<file path="src/rtl/i2c_bus_conditioner.sv">
// i2c_bus_conditioner: synchronise and deglitch raw SCL/SDA, then decode edges, START/STOP and bus-busy with stuck-SCL timeout
//   clk, resetb              system clock, asynchronous active-low reset
//   scl_i, sda_i             raw asynchronous pin levels
//   scl_o, sda_o             filtered line levels
//   scl_rise_o, scl_fall_o   one-cycle filtered SCL edge strobes
//   start_o, stop_o          one-cycle START/repeated-START and STOP strobes
//   busy_o                   bus owned by a master
//   timeout_o                one-cycle strobe when SCL is held low too long while busy
module i2c_bus_conditioner #(
  parameter int          SYNC_STAGES = 2,
  parameter int          FILTER_LEN  = 4,
  parameter logic [23:0] TIMEOUT_CYC = 24'd1_000_000
) (
  input  logic clk,
  input  logic resetb,
  input  logic scl_i,
  input  logic sda_i,
  output logic scl_o,
  output logic sda_o,
  output logic scl_rise_o,
  output logic scl_fall_o,
  output logic start_o,
  output logic stop_o,
  output logic busy_o,
  output logic timeout_o
);
  typedef enum logic {IDLE, BUSY} state_t;
  localparam logic [3:0] FL_LAST = 4'(FILTER_LEN - 1);
  logic [1:0][SYNC_STAGES-1:0] sync_q;
  logic [1:0]                  line, f_q, f_d, fp_q;
  logic [1:0][3:0]             cnt_q, cnt_d;
  logic [23:0]                 to_cnt_q, to_cnt_d;
  state_t                      state_q, state_d;
  logic rise_q, rise_d, fall_q, fall_d, start_q, start_d, stop_q, stop_d, to_q, to_d, to_run;
  // index 0 is SCL, index 1 is SDA throughout
  always_comb begin
    line = {sync_q[1][SYNC_STAGES-1], sync_q[0][SYNC_STAGES-1]};
    for (int k = 0; k < 2; k++) begin
      f_d[k]   = (line[k] != f_q[k] && cnt_q[k] == FL_LAST) ? line[k] : f_q[k];
      cnt_d[k] = (line[k] == f_q[k] || cnt_q[k] == FL_LAST) ? 4'd0 : cnt_q[k] + 4'd1;
    end
    rise_d   = f_q[0] & ~fp_q[0];
    fall_d   = ~f_q[0] & fp_q[0];
    // requiring SCL high on both samples suppresses START/STOP when SCL moves in the same cycle
    start_d  = f_q[0] & fp_q[0] & fp_q[1] & ~f_q[1];
    stop_d   = f_q[0] & fp_q[0] & ~fp_q[1] & f_q[1];
    to_run   = (TIMEOUT_CYC != 24'd0) && (state_q == BUSY) && !f_q[0];
    to_d     = to_run && (to_cnt_q == TIMEOUT_CYC - 24'd1);
    to_cnt_d = (to_run && !to_d) ? to_cnt_q + 24'd1 : 24'd0;
    state_d  = start_d ? BUSY : (stop_d || to_d) ? IDLE : state_q;
  end
  always_ff @(posedge clk or negedge resetb) begin
    if (!resetb) begin
      sync_q   <= '1;
      f_q      <= '1;
      fp_q     <= '1;
      cnt_q    <= '0;
      to_cnt_q <= '0;
      state_q  <= IDLE;
      rise_q   <= 1'b0;
      fall_q   <= 1'b0;
      start_q  <= 1'b0;
      stop_q   <= 1'b0;
      to_q     <= 1'b0;
    end else begin
      sync_q[0] <= {sync_q[0][SYNC_STAGES-2:0], scl_i};
      sync_q[1] <= {sync_q[1][SYNC_STAGES-2:0], sda_i};
      f_q       <= f_d;
      fp_q      <= f_q;
      cnt_q     <= cnt_d;
      to_cnt_q  <= to_cnt_d;
      state_q   <= state_d;
      rise_q    <= rise_d;
      fall_q    <= fall_d;
      start_q   <= start_d;
      stop_q    <= stop_d;
      to_q      <= to_d;
    end
  end
  assign scl_o      = f_q[0];
  assign sda_o      = f_q[1];
  assign scl_rise_o = rise_q;
  assign scl_fall_o = fall_q;
  assign start_o    = start_q;
  assign stop_o     = stop_q;
  assign busy_o     = (state_q == BUSY);
  assign timeout_o  = to_q;
endmodule

</file>
<file path="config.mk">
export PLATFORM = sky130hd
export DESIGN_NAME = i2c_bus_conditioner
export DESIGN_NICKNAME = d
export VERILOG_FILES = /design/src/rtl/i2c_bus_conditioner.sv
export SDC_FILE = /design/constraint.sdc
export NUM_CORES = 1
export LEC_CHECK = 0
export CAP_MARGIN = 10
export CORE_MARGIN = 2
export CORE_UTILIZATION = 25
export DETAILED_ROUTE_END_ITERATION = 6
export GPL_TIMING_DRIVEN = 0
export MAX_ROUTING_LAYER = met4
export REMOVE_ABC_BUFFERS = 1
export SETUP_SLACK_MARGIN = 0.3
export SLEW_MARGIN = 20
export SYNTH_ARGS = -nofsm -noshare
export SYNTH_HDL_FRONTEND = slang
export SYNTH_SLANG_ARGS = --single-unit
</file>
<file path="constraint.sdc">
create_clock -name clk -period 1.75 [get_ports clk]
set_input_delay 0.4375 -clock clk [delete_from_list [all_inputs] [get_ports clk]]
set_output_delay 0.4375 -clock clk [all_outputs]
set_load 0.01 [all_outputs]
</file>
# After elaboration in Yosys (flattened, before gate mapping)

Cells that the tools add are included.

Add/sub/neg operators: 3
Eq/ne operators: 7
Multiplexer cells: 5
Bitwise gates (word level): 11
Reduce and logical (&&, ||, !) cells: 11

Operators by type and width:

| operator                | number |
|---|---|
| $add A24 B1 Y24 const B | 1 |
| $eq A24 B20 Y1 const B  | 1 |
| $mux W24                | 1 |
| $add A4 B1 Y4 const B   | 2 |
| $eq A4 B2 Y1 const B    | 2 |
| $mux W4                 | 2 |
| $and A1 B1 Y1           | 7 |
| $logic_and A1 B1 Y1     | 5 |
| $not A1 Y1              | 4 |
| $logic_or A1 B1 Y1      | 3 |
| $eq A1 B1 Y1            | 2 |
| $logic_not A1 Y1        | 2 |
| $mux W1                 | 2 |
| $ne A1 B1 Y1            | 2 |
| $reduce_bool A2 Y1      | 1 |

Flip-flop bits (word level): 46
Bits of input ports: 4

# Longest topological paths before layout

Depth after elaboration: 6
Gate-level depth with buffers: 6
Gate-level depth less buffers: 5

# Least setup slack after synthesis

OpenSTA, ideal clock, no wires.

Path type: reg-to-reg
From: register to_cnt_q[0]
To: register to_cnt_q[10]
Arrival time: 1.802 ns
Slack: -0.183 ns
Stages on the path, launching flop included: 7
Buffers on the path: 1
Period minus slack after synthesis: 1.933 ns
Cell sequence: dfrtp_1 ha_1 and4_1 nand2_1 o31ai_1 clkbuf_1 nor2_1

Word-level cells in the longest chain between the ends: 5

RTL lines:

| item                                                    | RTL line | text |
|---|---|---|
| start: declaration                                      | 32       | `logic [23:0] to_cnt_q, to_cnt_d;` |
| start signal: assignment                                | 71       | `to_cnt_q <= to_cnt_d;` |
| branches (longest 4 deep; another with $add A24 B1 Y24) | -        |  |
| $mux W24 (*)                                            | 49       | `to_cnt_d = (to_run && !to_d) ? to_cnt_q + 24'd1 : 24'd0;` |
| net to_cnt_d[10]                                        | 32       |  |

Mark *: on every way through the listed nets, which the timed path passes.
A chain may end at the register's enable or synchronous reset.

# Worst setup path after layout

From: register to_cnt_q[6]
To: register to_cnt_q[7]

Same word-level chain as after synthesis.

==> reports/metrics.csv <==
stage;metric;value;unit
status;outcome;finished, violations left;
status;failing checks;setup timing;
pwr;internal power component;2.18;mW
pwr;Comb pwr share;31.9;%
yosys;Netlist cell types;36;
routing;post-route ant nets;0;
timing;# setup viols final;24;
timing;Max Fclk;0.553;GHz
critical_path;Critical Path End Type;register;
critical_path;Crit Path Max Fanout;4;
critical_path;Setup CP Type;register to register;
critical_path;CP Launch Type;register;
yosys;ys flop type;dfrtp_1;
global_route;vias in the first global route;1645;
critical_path;critical path required time;1940;ps
pwr;VDD IR-drop max;0.386;mV
layout;final instance area;0.00292;mm^2
pwr;Clk pwr share;24.5;%
routing;routed wl met2;2230;um
place;input/output buffers;11;
timing;final worst setup slack;-59.0;ps
clock_tree;clock sinks;46;
yosys;Mapped Area;0.00204;mm^2
yosys;#FFs+latches synth;46;
layout;antenna diode count;0;
clock_tree;CTS H-tree lvls;2;
floorplanning;Die Ht;94.3;um
timing;final slew viol count;0;
yosys;Seq/Total Area, Yosys;57.0;%
timing;clk_skew;10.6;ps
routing;via count;1549;
clock_tree;cts-stage hold buffer count;0;
clock_tree;CTS buffer count;5;
pwr;P per Cell Area;1080;mW/mm^2
global_route;GRT Total Usage;11.9;%
worst_hold_path;worst min-delay path category;input pin to asynchronous set/reset pin;
timing;Sum Neg Setup Slack;-926;ps
job;MaxCap Viol Count;0;
pwr;Seq pwr share;43.6;%
yosys;Async S/R FF share, synth;100;%
floorplanning;Std-Cell Core Area;0.00781;mm^2
clock_tree;CTS root buffer;clkbuf_8;
routing;met3 WL post-DR;158;um
clock_tree;clk buf depth;2;
place;Detail Placement HPWL;2460;um
pwr;Leakage;1.19;nW
yosys;Yosys top cell area share;46.7;%
routing;WL per Instance;13.4;um
clock_tree;CTS tree;done;
layout;fillers;748;
routing;Detailed Route Iter0 Violations;80;
timing;RSZ-0062 raised after global routing;yes;
yosys;Yosys top cell by area;dfrtp_1;
global_route;initial antenna violation count;0;
yosys;average instance area after synthesis;11.0;um^2
floorplanning;die footprint;0.00889;mm^2
yosys;synth top area cells;dfrtp_1, dfstp_2, xnor2_1, nor2_1, xor2_1;
timing;hold slack final;66.4;ps
pwr;sw power;0.979;mW
yosys;Synth top cells by count;dfrtp_1, nor2_1, nand2_1;
routing;DRT Pass-1 Iters;4;
place;worst slack, placed;-354;ps
pwr;switching share of power;31.0;%
global_route;first-pass GRT wire length;8010;um
place;area post-placement;0.00229;mm^2
global_route;pin count of the biggest net entering global routing;30;
timing;Tcrit/Tclk final;103;%
floorplanning;starting density of the core;26.1;%
floorplanning;Die W;94.3;um
timing;final hold violation count;0;
yosys;EDFF count, synth;0;
timing;Slew headroom;70.5;%
yosys;count leader, synth;dfrtp_1;
layout;# nets final;242;
routing;Max Used Layer;met4;
clock_tree;Clock Latency Late Sink;300;ps
critical_path;crit path DAT;2000;ps
yosys;Mapped Cells;186;
routing;routed vias/inst;4.58;
layout;final core utilization;37.4;%
layout;layout cell share with drive strength beyond 1;44.9;%
timing;actual transition at the worst max-transition pin;443;ps
layout;synthesis-to-layout area growth;43.2;%
floorplanning;Boundary Pins;12;
global_route;GR Overflow Total;0;
timing;final period demand of the worst path;1810;ps
yosys;Yosys warnings;0;
routing;wl on met1;2060;um
floorplanning;site row count;32;
clock_tree;Clock transition at path regs;90;ps
place;gpl congestion;0.776;
routing;DRC viols;0;
routing;total routed wirelength;4550;um
## layout make-up
class / instances / area, um^2 / area share (%)
Clock inverter: 2 / 37.5 / 1.29
Multi-Input combinational cell: 131 / 1060 / 36.3
Timing Repair Buffer: 46 / 432 / 14.8
Sequential cell: 46 / 1170 / 40.1
Tap cell: 102 / 128 / 4.37
Inverter: 5 / 18.8 / 0.643
Clock buffer: 6 / 72.6 / 2.49
## per-layer routing
layer	vias to the layer above	GRT usage, %
met5	-	-
met4	0	4.59
met3	12	3.45
met2	17	18.0
met1	770	15.1
li1	750	-
## kinds of logic after synthesis
logic type	Yosys count	synth area share, %
AO/OA/AOI/OAI	19	5.34
XOR/XNOR	20	8.59
adder cells (fa/ha/maj)	3	1.84
buffers and inverters	9	2.09
flip-flops	46	57.0
multiplexers	2	1.10
AND/OR/NAND/NOR	87	24.1
## final timing paths
| path | from | endpoint | slack (ps) | depth (start not counted) |
|---|---|---|---|---|
| hold reg to reg | sync_q[2] | line[1] | 360 | 0 |
| setup / recovery | to_cnt_q[6] | to_cnt_q[7] | -60 | 7 |
| hold / removal | resetb | scl_rise_o | 70 | 1 |
| setup reg to reg | to_cnt_q[6] | to_cnt_q[7] | -60 | 7 |
| min in group clk | sync_q[2] | line[1] | 360 | 0 |
| max in group asynchronous | resetb | sync_q[2] | 1100 | 2 |
## cell usage in the layout, fill, tap and decap left out, drive strengths merged
cell           count
dfrtp             38
buf               38
nor2              26
nand2             14
xnor2             12
a21oi             10
nand3              9
xor2               8
dfstp              8
or3                7
clkbuf             6
o21ai              5
inv                5
dlygate4sd2        5
or4                5
nand4              5
o31ai              4
nor3               4
nor4               4
and3               3
ha                 3
and4               2
nor2b              2
mux2               2
clkdlybuf4s50      2
nor4b              2
nand3b             1
nor3b              1
nand4b             1
and2               1
clkinvlp           1
bufinv             1
clkdlybuf4s15      1
## worst max-delay path, cell delays in order (launching register included)
cell     delay (ps)
dfrtp_2         430
buf_4           150
nor4_4          290
nand3_2         150
o31ai_4         310
buf_6           170
buf_6           140
nor2_1           50
## stage by stage
| step | std cells | total power [mW] |
|---|---|---|
| after global routing | 338 | 3.35 |
| after global placement | 295 | 1.98 |
| final | 338 | 3.16 |
| after floorplan | 182 | 1.72 |
| after CTS | 336 | 3.05 |
| after detailed placement | 297 | 2.04 |
## state kept, by name (all words and copies together), names as in the netlist
register	cells
to_cnt_q	24
busy_o	1
sync_q	2
start_o	1
timeout_o	1
scl_rise_o	1
line	2
stop_o	1
cnt_q	8
fp_q	2
f_q	2
scl_fall_o	1
## power by group through the flow
| stage | clock, mW | combinational, mW | sequential, mW |
|---|---|---|---|
| final | 0.773 | 1.01 | 1.38 |
| after global routing | 0.845 | 1.10 | 1.40 |
| after CTS | 0.796 | 0.882 | 1.38 |
| after detailed placement | 0 | 0.613 | 1.43 |
| after global placement | 0 | 0.559 | 1.42 |
| after floorplan | 0 | 0.292 | 1.43 |
## what timing repair did
action,in CTS,in global routing
setup endpoints to repair,34,28
endpoints found under the hold margin,0,0
gates resized for setup,59,31
pin swaps,32,9
cloned,3,0
buffers inserted,28,2
(Power assumes the default switching activity.)
